===== config.mk =====
export PLATFORM = sky130hd
export DESIGN_NAME = volume_scaler
export DESIGN_NICKNAME = d
export VERILOG_FILES = /design/src/rtl/volume_scaler.sv
export SDC_FILE = /design/constraint.sdc
export NUM_CORES = 1
export LEC_CHECK = 0
export ABC_AREA = 1
export CAP_MARGIN = 25
export CORE_ASPECT_RATIO = 1.25
export CORE_UTILIZATION = 43
export CTS_CLUSTER_SIZE = 40
export DETAILED_ROUTE_END_ITERATION = 7
export DONT_BUFFER_PORTS = 1
export PLACE_DENSITY = 0.64
export SLEW_MARGIN = 40
export SYNTH_ARGS = -nofsm -noshare
export SYNTH_HDL_FRONTEND = slang
export SYNTH_SLANG_ARGS = --single-unit

===== constraint.sdc =====
create_clock -name clock -period 3.3 [get_ports clock]
set_input_delay 0.66 -clock clock [delete_from_list [all_inputs] [get_ports clock]]
set_output_delay 0.66 -clock clock [all_outputs]
set_load 0.01 [all_outputs]

===== src/rtl/volume_scaler.sv =====
// volume_scaler: applies a volume-table gain to a signed sample stream through
// a 2-stage valid/ready pipeline, with an optional zipper-free gain ramp.
//
// Optional feature macro: VOLUME_SCALER_RAMP_EN
//   defined   -> gain steps one LSB toward target every RAMP_DIV cycles,
//                ramp_busy reports gain != target
//   undefined -> gain loads the target on the next edge, ramp_busy tied 0
//
// Ports:
//   clock      sole clock, rising edge
//   reset      asynchronous active-low reset
//   vol        volume level 0..5 (6,7 treated as 5)
//   in_valid   input sample valid
//   in_data    input sample, signed DATA_W
//   in_ready   block accepts in_data this cycle (combinational)
//   out_valid  output sample valid
//   out_data   scaled sample, signed DATA_W
//   out_ready  consumer accepts out_data this cycle
//   gain       applied gain, Q4 unsigned (16 = unity)
//   ramp_busy  high while gain is still moving toward target
module volume_scaler #(
  parameter int unsigned DATA_W   = 16,
  parameter int unsigned RAMP_DIV = 256
) (
  input  logic                     clock,
  input  logic                     reset,
  input  logic [2:0]               vol,
  input  logic                     in_valid,
  input  logic signed [DATA_W-1:0] in_data,
  output logic                     in_ready,
  output logic                     out_valid,
  output logic signed [DATA_W-1:0] out_data,
  input  logic                     out_ready,
  output logic [4:0]               gain,
  output logic                     ramp_busy
);

  localparam int unsigned GAIN_W = 5;
  localparam int unsigned P_W    = DATA_W + 6;

  if (RAMP_DIV < 2) begin : g_bad_ramp_div
    $error("volume_scaler: RAMP_DIV must be >= 2");
  end

  // Volume level to target gain
  logic [GAIN_W-1:0] target;
  always_comb begin
    target = 5'd16;
    case (vol)
      3'd0:    target = 5'd0;
      3'd1:    target = 5'd2;
      3'd2:    target = 5'd4;
      3'd3:    target = 5'd8;
      3'd4:    target = 5'd12;
      default: target = 5'd16;
    endcase
  end

`ifdef VOLUME_SCALER_RAMP_EN
  localparam int unsigned CNT_W = $clog2(RAMP_DIV);

  logic [CNT_W-1:0]  ramp_cnt;
  logic [CNT_W-1:0]  cnt_next;
  logic [GAIN_W-1:0] gain_next;

  // Step one LSB toward target on each counter wrap; direction is taken from
  // the current target so a reversal lands on the next wrap.
  always_comb begin
    gain_next = gain;
    cnt_next  = '0;
    if (gain != target) begin
      if (ramp_cnt == CNT_W'(RAMP_DIV - 1)) begin
        cnt_next  = '0;
        gain_next = (target > gain) ? gain + 5'd1 : gain - 5'd1;
      end else begin
        cnt_next = ramp_cnt + CNT_W'(1);
      end
    end
  end

  // Gain / ramp state
  always_ff @(posedge clock or negedge reset) begin
    if (!reset) begin
      gain      <= 5'd2;
      ramp_cnt  <= '0;
      ramp_busy <= 1'b0;
    end else begin
      gain      <= gain_next;
      ramp_cnt  <= cnt_next;
      ramp_busy <= (gain_next != target);
    end
  end
`else
  // Gain follows target one edge later
  always_ff @(posedge clock or negedge reset) begin
    if (!reset) begin
      gain <= 5'd2;
    end else begin
      gain <= target;
    end
  end

  assign ramp_busy = 1'b0;
`endif

  // Pipeline advances when the output slot is empty or being drained
  logic en;
  assign en       = !out_valid || out_ready;
  assign in_ready = en;

  logic                  s1_valid;
  logic signed [P_W-1:0] p_r;
  logic signed [P_W-1:0] a_ext;
  logic signed [P_W-1:0] g_ext;
  logic signed [P_W-1:0] prod;
  logic signed [P_W-1:0] rnd;

  always_comb begin
    a_ext = {{(P_W - DATA_W){in_data[DATA_W-1]}}, in_data};
    g_ext = P_W'({1'b0, gain});
    prod  = a_ext * g_ext;
    // Round half up before dropping the 4 fractional gain bits
    rnd   = p_r + P_W'(8);
  end

  // Stage 1: multiply, stage 2: round and shift
  always_ff @(posedge clock or negedge reset) begin
    if (!reset) begin
      s1_valid  <= 1'b0;
      p_r       <= '0;
      out_valid <= 1'b0;
      out_data  <= '0;
    end else if (en) begin
      s1_valid  <= in_valid;
      out_valid <= s1_valid;
      if (in_valid) begin
        p_r <= prod;
      end
      if (s1_valid) begin
        out_data <= DATA_W'(rnd >>> 4);
      end
    end
  end

endmodule


* After elaboration in Yosys (flattened, before gate mapping) *
Index checks and enable logic that the tools add are counted.

cells by class
  equality and inequality tests = 4
  multipliers = 1
  reductions and logical operators = 5
  $add $sub $neg = 1
  mux-type cells = 1

operators with widths
  kind                                                                    count
  5-bit case mux with 5 select lines                                      1
  20-bit by 5-bit adder with 20-bit output (second input constant)        1
  16-bit by 6-bit multiplier with 20-bit output                           1
  3-bit by 2-bit equality test with 1-bit output (second input constant)  2
  2-bit AND reduction                                                     2
  3-bit by 1-bit equality test with 1-bit output (second input constant)  1
  3-bit equality test (second input constant)                             1
  3-bit logical NOT                                                       1
  1-bit logical NOT                                                       1
  1-bit logical OR                                                        1

storage, ports and cells
  bits in registers = 43
  word-level logic and storage cells = 17
  input port bits = 23
  output and inout port bits = 24

* Depth between registers and ports, before layout *
Gate-level depths: netlist of the first run.

  word-level depth = 3
  depth in mapped cells = 21
  depth with buffers taken out = 19

* Worst setup path after synthesis of the first run *
Ideal clock, no wire load.

  kind = flip-flop to flip-flop
  start = register gain[3]
  end = register p_r[17]
  data arrival time = 3.359 ns
  data required time = 3.181 ns
  stages on the path, launching flop included = 19
  slack = -0.178 ns
  buffers on the path = 2
  period minus slack after synthesis = 3.478 ns
  library setup time = 0.119 ns
  path through = dfrtp_1 buf_2 clkbuf_1 nand2_1 inv_1 ha_1 fa_1 inv_1 fa_1 inv_1 ha_1 nand2_1 inv_1 a21oi_1 nor2_1 nor2_1 nand3b_1 nand3_1 nand2_1

between the ends
  longest elaborated chain between the ends = 1

RTL lines
  item                                           RTL line  RTL
  start, declared                                34        output logic [4:0] gain,
  start signal, assigned                         99        gain <= target;
  16-bit by 6-bit multiplier with 20-bit output  121       prod = a_ext * g_ext;
  end signal, assigned                           137       p_r <= prod;
  end, declared                                  112       logic signed [P_W-1:0] p_r;

No other way between the ends.
A chain may end at the register's enable or synchronous reset.

* Worst setup path in the final report of the first run *
  start = register gain[1]
  end = register p_r[18]

Same word-level chain as after synthesis.

==> results of run 1 <==
[sequential cells by signal, indices dropped and copies added, names as in the netlist]
signal,flops
out_valid,1
gain,4
out_data,16
s1_valid,1
p_r,17
[power groups by stage]
stage / combinational (W) / sequential (W) / clock (W)
floorplan: 0.000629 / 0.000788 / 0
global placement: 0.000831 / 0.000815 / 0
detailed placement: 0.000852 / 0.000826 / 0
CTS: 0.000955 / 0.000818 / 0.000556
global route: 0.00115 / 0.000844 / 0.000579
finish: 0.00102 / 0.000816 / 0.000549
[cell usage after synthesis (all sizes together)]
cell,n
clkinv,1
buf,7
dfrtp,38
a31oi,1
fa,30
nand2,216
nand3,27
xor2,7
dfstp,1
o21ai,21
a21oi,13
o21a,2
conb,1
nand4,6
ha,49
nor3,5
o21bai,2
nand3b,3
a21o,1
clkbuf,6
inv,169
nor2,36
xnor2,9
[per-layer routing]
layer  up-vias  global-route usage, %  wire length, um
li1       2001                      -                -
met1      1766                   21.1             4120
met2        68                   34.7             4930
met3        16                   2.62              244
met4         0                   4.51              141
met5         -                      0                0
[critical path: cells and delay by family (launching register included)]
family                     cells  cell delay (ns)
DFF                            1             0.56
and+or+nand+nor               10             0.75
buffers and inverters          6             0.45
adders and majority gates      4             1.48
[cell type report]
cell class | instances | area [um2]
Clock buffer | 5 | 125
Clock inverter | 3 | 43.8
Fill cell | 919 | 4530
Inverter | 170 | 646
Multi-Input combinational cell | 430 | 3210
Sequential cell | 39 | 978
Tap cell | 129 | 161
Timing Repair Buffer | 47 | 413
[stage by stage]
| stage | instances | hold WS, ns | TNS [ns] |
|---|---|---|---|
| floorplan | 652 | 0.364 | 0 |
| finish | 823 | 0.0694 | -0.119 |
| detailed placement | 806 | 0.365 | -1.01 |
| global placement | 806 | 0.365 | -0.668 |
| global route | 823 | 0.0595 | -1.43 |
| CTS | 820 | 0.0664 | -0.0480 |
[cell families after synthesis]
| kind of cell | count (synthesis) | synth area share (%) |
|---|---|---|
| and+or+nand+nor | 293 | 27.3 |
| buffers and inverters | 183 | 15.7 |
| adders and majority gates | 79 | 27.2 |
| AOI/OAI and AO/OA | 40 | 4.79 |
| DFF | 39 | 21.9 |
| xor gates and xnor gates | 16 | 3.14 |
| other | 1 | 0.0839 |
[final timing paths]
kind / endpoint / startpoint
worst max-delay path: p_r[18]$_DFFE_PN0P_ / gain[1]$_DFF_PN1_
worst min-delay path: out_valid$_DFFE_PN0N_ / reset
worst max register to register: p_r[18]$_DFFE_PN0P_ / gain[1]$_DFF_PN1_
worst min register to register: out_valid$_DFFE_PN0N_ / s1_valid$_DFFE_PN0N_
max in group asynchronous: gain[1]$_DFF_PN1_ / reset
min in group clock: gain[1]$_DFF_PN1_ / vol[2]
[timing repair]
action | 4_1_cts | 5_1_grt
pin swaps | 24 | 41
gates resized for setup | 40 | 47
hold buffers | 0 | 0
buffers inserted | 6 | 3
setup endpoints to repair | 11 | 12
==> metrics.md, run 1 <==
| Metric | Value |
|---|---|
| I/O pins | `47` |
| WS Path Type | `flop to flop` |
| Path depth of the worst reg2reg path | `20` |
| CP Data Arrival Time | `3.52 ns` |
| Status | `finished with violations` |
| WL final | `9440 um` |
| Combinational share of power | `42.7%` |
| Pwr Total | `approximately 0.0024 W` |
| ANT cells | `0` |
| Max Cap Viol | `0` |
| Clock skew | `0.00628 ns` |
| Placed Area | `4970 um2` |
| Switching power | `0.000927 W` |
| Crit path capture type | `flop` |
| Antenna viol nets, final | `0` |
| Synth top area share | `21.3%` |
| Clock buffer depth | `2` |
| Number of global-route vias before repair | `3843` |
| Synthesized area per cell | `just under 7 um2` |
| Initial Util | `between 40 and 50%` |
| Clock share of power | `23.1%` |
| Hold Violations, Final | `0` |
| Clk_lat worst skew | `around 0.28 ns` |
| Yosys warning count | `0` |
| Final core occ | `55.2%` |
| Antenna violations before repair | `0` |
| Die height | `approximately 120 um` |
| HP Class | `input port to asynchronous set/reset pin` |
| Drt drc | `0` |
| Post-synthesis sequential area ratio | `roughly 22%` |
| Cell with the most instances on the worst path | `nand2_1` |
| R2r setup slk | `-0.05 ns` |
| Synthesis-stage register bit count | `39` |
| Final setup viols | `3` |
| Failing checks | `negative setup slack` |
| Final Max Slew Viols | `0` |
| TritonCTS clock tree | `yes` |
| Layout net count | `795` |
| VDD IR max | `0.255 mV` |
| Most frequent cells in the layout | `188 x nand2_1, 155 x inv_1, 39 x buf_4, 37 x dfrtp_1, 31 x ha_1` |
| Share of post-route cells with drive strength above 1 | `21.0%` |
| Largest cells by area after synthesis | `dfrtp_1 21%, nand2_1 18%, inv_1 14%, ha_1 14%, fa_1 13%` |
| Reg power frac | `between 30% and 40%` |
| Buffers on Ports | `0` |
| CP startpoint kind | `flop` |
| Slew HR | `63.7%` |
| RSZ-0062 raised after global routing | `yes` |
| CTS H-tree depth | `2` |
| Site Rows | `between 40 and 50` |
| Final period demand of the worst path | `3.35 ns` |
| Fmax | `roughly 0.30 GHz` |
| CP Cell Sequence | `buf_12 -> buf_8 -> nand2_4 -> inv_4 -> ha_4 -> fa_1 -> inv_2 -> fa_1 -> inv_2 -> ha_4 -> nand2_2 -> nand2_2 -> nand2_1 -> nand2_1 -> inv_1 -> nor2_1 -> nor2_1 -> nand3_1 -> nand3_1 -> nand2_1` |
| Core box area | `10100 um2` |
| Pre-antenna DRT Iters | `5` |
| Clock-pin slew on the worst setup and hold paths | `0.06 ns` |
| Dpl hpwl | `7360 um` |
| Largest stage delay on the critical path | `0.56 ns` |
| Period utilization | `102%` |
| Global-route wire length before repair | `~16000 um` |
| Vias/cell | `~4.7` |
| Routability Congestion | `approximately 0.9` |
| DR iter-0 viols | `147` |
| Gr ovfl total | `0` |
| Largest net degree at the start of global routing | `40` |
| Leak pwr | `~3.3 nW` |
| Sw Ratio | `about two fifths` |
| Pint | `between 0.001 and 0.0015 W` |
| Slew @ Worst Pin | `0.544 ns` |
| PD cells | `roughly 430 nW/um2` |
| Dpl ws | `-0.148 ns` |
| Post-Syn Area | `around 4500 um2` |
| WP data required | `3.46 ns` |
| Total CTS buffers | `5` |
| Layout area overhead | `24.8%` |
| Die X | `93.2 um` |
| GR Util All Layers | `between 10% and 20%` |
| Cell taking the most area after synthesis | `dfrtp_1` |
| Vias | `3851` |
| Cells after Synth | `approximately 650` |
| Cell variety after synth | `32` |
| Avg WL per Cell | `11.5 um` |
| Design Area, Final | `around 5600 um2` |
| CP max FO | `7` |
| Final setup margin | `-0.0542 ns` |
| Clock sink count | `39` |
| Commonest non-fill, non-tap cell in the layout | `nand2_1` |
| Root Driver | `clkbuf_16` |
| CP max stage cell | `dfstp_2` |
| Die Area | `10800 um2` |
(Power assumes the default switching activity.)
==> run 2, diff against run 1 <==
--- a/config.mk
+++ b/config.mk
@@ -17,3 +17,4 @@
 export SYNTH_ARGS = -nofsm -noshare
 export SYNTH_HDL_FRONTEND = slang
 export SYNTH_SLANG_ARGS = --single-unit
+export TNS_END_PERCENT = 20
==> metrics.md, run 2 (synthesized netlist as in run 1, its figures left out) <==
| Metric | Value |
|---|---|
| RSZ-0062 raised after global routing | `yes` |
| Clock share of power | `19.2% (-3.9 points)` |
| RR Startpoint | `gain[1]$_DFF_PN1_` |
| Top Registers | `p_r: 17 flops, out_data: 16 flops, gain: 4 flops` |
| Global-route wire length before repair | `15700 um (-2.1%)` |
| Reg power frac | `34.2% (about the same)` |
| Number of global-route vias before repair | `3724 (-3.1%)` |
| Avg WL per Cell | `11.8 um (+3.3%)` |
| Clock buffer depth | `2 (unchanged)` |
| Die X | `93.2 um (unchanged)` |
| Die height | `116 um (unchanged)` |
| Status | `finished with violations` |
| Final setup margin | `-0.0446 ns (+0.00959 ns)` |
| Pint | `0.00143 W (-1.7%)` |
| CTS H-tree depth | `2 (unchanged)` |
| Crit path max-delay family | `adder cells` |
| Design Area, Final | `5870 um2 (+5.2%)` |
| VDD IR max | `0.209 mV (-18%)` |
| Most frequent cells in the layout | `172 x nand2_1, 136 x inv_1, 43 x buf_4, 37 x dfrtp_1` |
| ANT cells | `0 (unchanged)` |
| Max Cap Viol | `0 (unchanged)` |
| Sw Ratio | `40.1% (+1.2 points)` |
| Routability Congestion | `0.892 (-2.4%)` |
| Buffers on Ports | `0 (unchanged)` |
| Pre-antenna DRT Iters | `4 (-1)` |
| Gr ovfl total | `0 (unchanged)` |
| CP Data Arrival Time | `3.50 ns (-0.02 ns)` |
| CP startpoint kind | `flop` |
| Clock skew | `0.00536 ns (-0.000926 ns)` |
| Core box area | `10100 um2 (unchanged)` |
| Largest net degree at the start of global routing | `40 (unchanged)` |
| HP Class | `input port to asynchronous set/reset pin` |
| WP data required | `3.46 ns (about the same)` |
| DR iter-0 viols | `154 (+4.8%)` |
| Switching power | `0.000956 W (+3.2%)` |
| Drt drc | `0 (unchanged)` |
| Initial Util | `44.2% (unchanged)` |
| Dpl hpwl | `7190 um (-2.3%)` |
| Placed Area | `4950 um2 (-0.48%)` |
| Clock sink count | `39 (unchanged)` |
| Cell with the most instances on the worst path | `inv_2` |
| R2r setup slk | `-0.04 ns (about the same)` |
| Vias | `3833 (-0.47%)` |
| Hold WS | `0.0744 ns (+0.00505 ns)` |
| Total CTS buffers | `5 (unchanged)` |
| Final Max Slew Viols | `0 (unchanged)` |
| Hold Violations, Final | `0 (unchanged)` |
| Failing checks | `negative setup slack` |
| Path depth of the worst reg2reg path | `17 (-15%)` |
| Share of post-route cells with drive strength above 1 | `28.8% (+7.8 points)` |
| Crit path capture type | `flop` |
| Leak pwr | `3.27 nW (-0.17%)` |
| Crit path buffers/inverters | `5 (-1)` |
| Fmax | `0.299 GHz (+0.29%)` |
| Layout net count | `798 (+0.38%)` |
| WL final | `9790 um (+3.7%)` |
| Slew @ Worst Pin | `0.541 ns (-0.00354 ns)` |
| PD cells | `407 nW/um2 (-4.8%)` |
| CP max FO | `8 (+1)` |
| Clk_lat worst skew | `0.28 ns (about the same)` |
| TritonCTS clock tree | `yes` |
| Top reg by flops | `p_r` |
| Vias/cell | `4.64 (-0.83%)` |
| Antenna viol nets, final | `0 (unchanged)` |
| Site Rows | `41 (unchanged)` |
| Antenna violations before repair | `0 (unchanged)` |
| WS Path Type | `flop to flop` |
| GR Util All Layers | `17.7% (-0.44 points)` |
| Number of flip-flops in the largest register | `17 (unchanged)` |
| Clock-pin slew on the worst setup and hold paths | `0.06 ns (about the same)` |
| Worst R2R End | `p_r[16]$_DFFE_PN0P_` |
| Layout area overhead | `31.3%` |
| Final setup viols | `1 (-2)` |
| Period utilization | `101% (-0.29 points)` |
| I/O pins | `47 (unchanged)` |
| Largest stage delay on the critical path | `0.59 ns (+0.03 ns)` |
| Root Driver | `clkbuf_16` |
| Dpl ws | `-0.161 ns (-0.0122 ns)` |
| Final period demand of the worst path | `3.34 ns (-0.00959 ns)` |
| CP max stage cell | `dfstp_2` |
| CP Cell Sequence | `buf_12 -> nand2_4 -> inv_2 -> ha_4 -> fa_1 -> inv_2 -> fa_1 -> inv_2 -> ha_4 -> nand2_4 -> buf_4 -> nor2_4 -> nand3_2 -> nand3_1 -> nand2_1 -> nand3_1 -> nand2_1` |
| Combinational share of power | `46.6% (+3.9 points)` |
| Commonest non-fill, non-tap cell in the layout | `nand2_1` |
| Die Area | `10800 um2 (unchanged)` |
| Slew HR | `63.9% (+0.24 points)` |
## run 2: cell count changes in the layout (fill, tap and decap cells not counted), sizes merged
cell,delta
clkbuf,+3
bufinv,-1
clkinv,-1
buf,+2
## run 2: final cells by class
| cell class | instances | area [um2] |
|---|---|---|
| clock buffer | 7 | 133 |
| clock inverter | 1 | 5.00 |
| fill | 855 | 4240 |
| inverter | 170 | 648 |
| multi-input combinational | 430 | 3500 |
| sequential | 39 | 978 |
| tap | 129 | 161 |
| timing repair buffer | 50 | 442 |
## run 2: worst max-delay path by stage
| stage | from | to | slack (ns) | depth (start not counted) |
|---|---|---|---|---|
| after global routing | gain[1]$_DFF_PN1_ | p_r[18]$_DFFE_PN0P_ | -0.17 | 20 |
| after global placement | in_data[6] | p_r[19]$_DFFE_PN0P_ | -0.13 | 16 |
| after floorplan | gain[4]$_DFF_PN0_ | p_r[19]$_DFFE_PN0P_ | -0.02 | 18 |
| final | gain[1]$_DFF_PN1_ | p_r[16]$_DFFE_PN0P_ | -0.04 | 17 |
| after detailed placement | in_data[6] | p_r[19]$_DFFE_PN0P_ | -0.16 | 16 |
| after CTS | gain[3]$_DFF_PN0_ | p_r[18]$_DFFE_PN0P_ | -0.007 | 18 |
## run 2: through the flow
step                utilization [%]  TNS [ns]  cells  power [W]
detailed placement             49.0    -0.978    807    0.00167
floorplan                         -   -0.0306    652    0.00140
CTS                            51.9   -0.0123    817    0.00219
global route                   58.1     -1.03    826    0.00259
global placement               49.0    -0.638    807    0.00164
finish                         58.1   -0.0446    826    0.00239
## run 2: worst register-to-register path: stages (launching register included)
cell,delay [ns]
dfstp_2,0.59
buf_12,0.15
nand2_4,0.05
inv_2,0.06
ha_4,0.19
fa_1,0.54
inv_2,0.04
fa_1,0.49
inv_2,0.04
ha_4,0.31
nand2_4,0.07
buf_4,0.14
nor2_4,0.11
nand3_2,0.12
nand3_1,0.10
nand2_1,0.07
nand3_1,0.10
nand2_1,0.06
## run 2: layer usage
layer  wire (um)  share of wire, %  global-route usage [%]
met4          91              0.93                    3.90
met2        5280                54                    34.2
met5           0                 0                       0
met1        4140                42                    20.7
met3         274               2.8                    2.23
## run 2: power groups by stage
stage / combinational [W] / clock, W / sequential (W)
floorplan: 0.000613 / 0 / 0.000788
global placement: 0.000826 / 0 / 0.000815
detailed placement: 0.000842 / 0 / 0.000828
CTS: 0.000905 / 0.000469 / 0.000819
global route: 0.00126 / 0.000490 / 0.000845
finish: 0.00111 / 0.000458 / 0.000818
## run 2: what timing repair did
item                       in CTS  in global routing
pin swaps                       2                 79
setup buffers                   2                  8
hold endpoints to repair        0                  0
setup endpoints to repair      10                 13
resized for setup              17                137
gates cloned                    0                  1
hold buffers                    0                  0
==> run 3, diff against run 2 <==
--- a/config.mk
+++ b/config.mk
@@ -12,7 +12,9 @@
 export CTS_CLUSTER_SIZE = 40
 export DETAILED_ROUTE_END_ITERATION = 7
 export DONT_BUFFER_PORTS = 1
+export GPL_TIMING_DRIVEN = 0
 export PLACE_DENSITY = 0.64
+export RECOVER_POWER = 25
 export SLEW_MARGIN = 40
 export SYNTH_ARGS = -nofsm -noshare
 export SYNTH_HDL_FRONTEND = slang
==> metrics.md, run 3 (synthesized netlist as in run 1, its figures left out) <==
| Metric | Value |
|---|---|
| Die height | `116 um (unchanged)` |
| Clk_lat worst skew | `0.28 ns (about the same)` |
| Die Area | `10800 um2 (unchanged)` |
| RR Startpoint | `gain[1]$_DFF_PN1_` |
| Leak pwr | `3.15 nW (-3.6%)` |
| Drt drc | `0 (unchanged)` |
| Dpl ws | `-0.447 ns (-0.286 ns)` |
| Number of flip-flops in the largest register | `17 (unchanged)` |
| Design Area, Final | `5620 um2 (-4.3%)` |
| Dpl hpwl | `7280 um (+1.3%)` |
| Final setup TNS | `-0.987 ns (-0.943 ns)` |
| Layout net count | `782 (-2.0%)` |
| Total CTS buffers | `5 (unchanged)` |
| Share of post-route cells with drive strength above 1 | `23.8% (-5.0 points)` |
| Largest net degree at the start of global routing | `40 (unchanged)` |
| CP startpoint kind | `flop` |
| Global-route wire length before repair | `16800 um (+7.2%)` |
| Initial Util | `44.2% (unchanged)` |
| Commonest non-fill, non-tap cell in the layout | `nand2_1` |
| Path depth of the worst reg2reg path | `16 (-1)` |
| R2r setup slk | `-0.18 ns (-0.14 ns)` |
| Final core occ | `55.6% (-2.5 points)` |
| Final setup viols | `9 (+8)` |
| PD cells | `431 nW/um2 (+6.0%)` |
| WS Path Type | `flop to flop` |
| Worst R2R End | `p_r[10]$_DFFE_PN0P_` |
| Antenna violations before repair | `0 (unchanged)` |
| CP Data Arrival Time | `3.65 ns (+0.15 ns)` |
| WL final | `9910 um (+1.2%)` |
| Vias | `3815 (-0.47%)` |
| Top Registers | `p_r: 17 flops, out_data: 16 flops, gain: 4 flops` |
| RSZ-0062 raised after global routing | `yes` |
| Max Cap Viol | `0 (unchanged)` |
| Final Max Slew Viols | `0 (unchanged)` |
| Placed Area | `4700 um2 (-5.0%)` |
| Avg WL per Cell | `12.2 um (+3.2%)` |
| Antenna viol nets, final | `0 (unchanged)` |
| Crit path capture type | `flop` |
| TritonCTS clock tree | `yes` |
| Core box area | `10100 um2 (unchanged)` |
| Clock buffer depth | `2 (unchanged)` |
| Hold Violations, Final | `0 (unchanged)` |
| ANT cells | `0 (unchanged)` |
| GR Util All Layers | `19.3% (+1.6 points)` |
| Fmax | `0.287 GHz (-4.0%)` |
| Most frequent cells in the layout | `181 x nand2_1, 144 x inv_1, 37 x dfrtp_1, 31 x nand2_2, 29 x nor2_1` |
| WP data required | `3.46 ns (about the same)` |
| Clock-pin slew on the worst setup and hold paths | `0.06 ns (about the same)` |
| Die X | `93.2 um (unchanged)` |
| CTS Hold Buffers Added | `0 (unchanged)` |
| Root Driver | `clkbuf_16` |
| Vias/cell | `4.71 (+1.5%)` |
| CTS H-tree depth | `2 (unchanged)` |
| Clock skew | `0.00325 ns (-0.00210 ns)` |
| Pre-antenna DRT Iters | `4 (unchanged)` |
| Top reg by flops | `p_r` |
| Clock sink count | `39 (unchanged)` |
| Final period demand of the worst path | `3.48 ns (+0.140 ns)` |
| Buffers on Ports | `0 (unchanged)` |
| I/O pins | `47 (unchanged)` |
| Period utilization | `106% (+4.2 points)` |
| Failing checks | `negative setup slack` |
| HP Class | `input port to asynchronous set/reset pin` |
| Final setup margin | `-0.184 ns (-0.140 ns)` |
| Gr ovfl total | `0 (unchanged)` |
| Site Rows | `41 (unchanged)` |
| CP max FO | `8 (unchanged)` |
| Number of global-route vias before repair | `4023 (+8.0%)` |
| Layout area overhead | `25.6%` |
| VDD IR max | `0.299 mV (+43%)` |
| Status | `finished with violations` |
| Number of fill cells | `853 (-0.23%)` |
| DR iter-0 viols | `120 (-22%)` |
| Routability Congestion | `0.888 (-0.47%)` |
## run 3: worst max-delay path, stage by stage (launching register included)
cell and delay (ns):
dfstp_4 0.71, buf_8 0.15, nand2_2 0.05, inv_2 0.06, ha_4 0.19, fa_1 0.53, inv_1 0.05, fa_1 0.52
inv_2 0.05, ha_4 0.25, a21oi_2 0.16, nand2_2 0.10, nand2_2 0.10, nand2_4 0.07, buf_6 0.13, xnor2_2 0.16
o21ai_1 0.08
## run 3: timing repair
item / 4_1_cts / 5_1_grt
setup buffers: 15 / 5
pin swaps: 57 / 26
endpoints found under the setup margin: 13 / 13
resized for setup: 87 / 42
cloned: 1 / 0
## run 3: stage by stage
| stage | hold WS, ns | instances | total power, W |
|---|---|---|---|
| detailed placement | 0.365 | 781 | 0.00157 |
| floorplan | 0.364 | 652 | 0.00140 |
| CTS | 0.0690 | 805 | 0.00238 |
| global placement | 0.365 | 781 | 0.00155 |
| global route | 0.0601 | 810 | 0.00262 |
| finish | 0.0720 | 810 | 0.00242 |
## run 3: power by group
part	total, W	switching (W)	leakage [nW]	internal, W
clock network	0.000627	0.000193	0.0911	0.000434
logic	0.000975	0.000539	2.57	0.000436
registers	0.000819	0.000190	0.487	0.000629
## run 3: cell type report
type	count	area [um2]	area share, %
inverter	170	638	11.4
multi-input combinational	430	3340	59.5
clock buffer	6	129	2.30
buffer	13	121	2.16
clock inverter	2	60.1	1.07
sequential	39	982	17.5
timing repair buffer	21	181	3.23
tap	129	161	2.87
## run 3: layer usage
metal	wire, um	vias up	track usage [%]
met5	0	-	0
met2	5230	76	37.1
li1	-	1980	-
met4	253	0	6.56
met3	336	22	2.62
met1	4090	1737	21.7
## run 3: worst max path at each step
stage                                 start  slack, ns             endpoint  depth (start not counted)
final                     gain[1]$_DFF_PN1_      -0.18  p_r[10]$_DFFE_PN0P_                         16
after global placement    gain[2]$_DFF_PN0_      -0.43  p_r[18]$_DFFE_PN0P_                         15
after floorplan           gain[4]$_DFF_PN0_      -0.02  p_r[19]$_DFFE_PN0P_                         18
after detailed placement  gain[2]$_DFF_PN0_      -0.45  p_r[19]$_DFFE_PN0P_                         15
after global routing      gain[1]$_DFF_PN1_      -0.31  p_r[10]$_DFFE_PN0P_                         16
after CTS                 gain[1]$_DFF_PN1_      -0.11  p_r[19]$_DFFE_PN0P_                         18
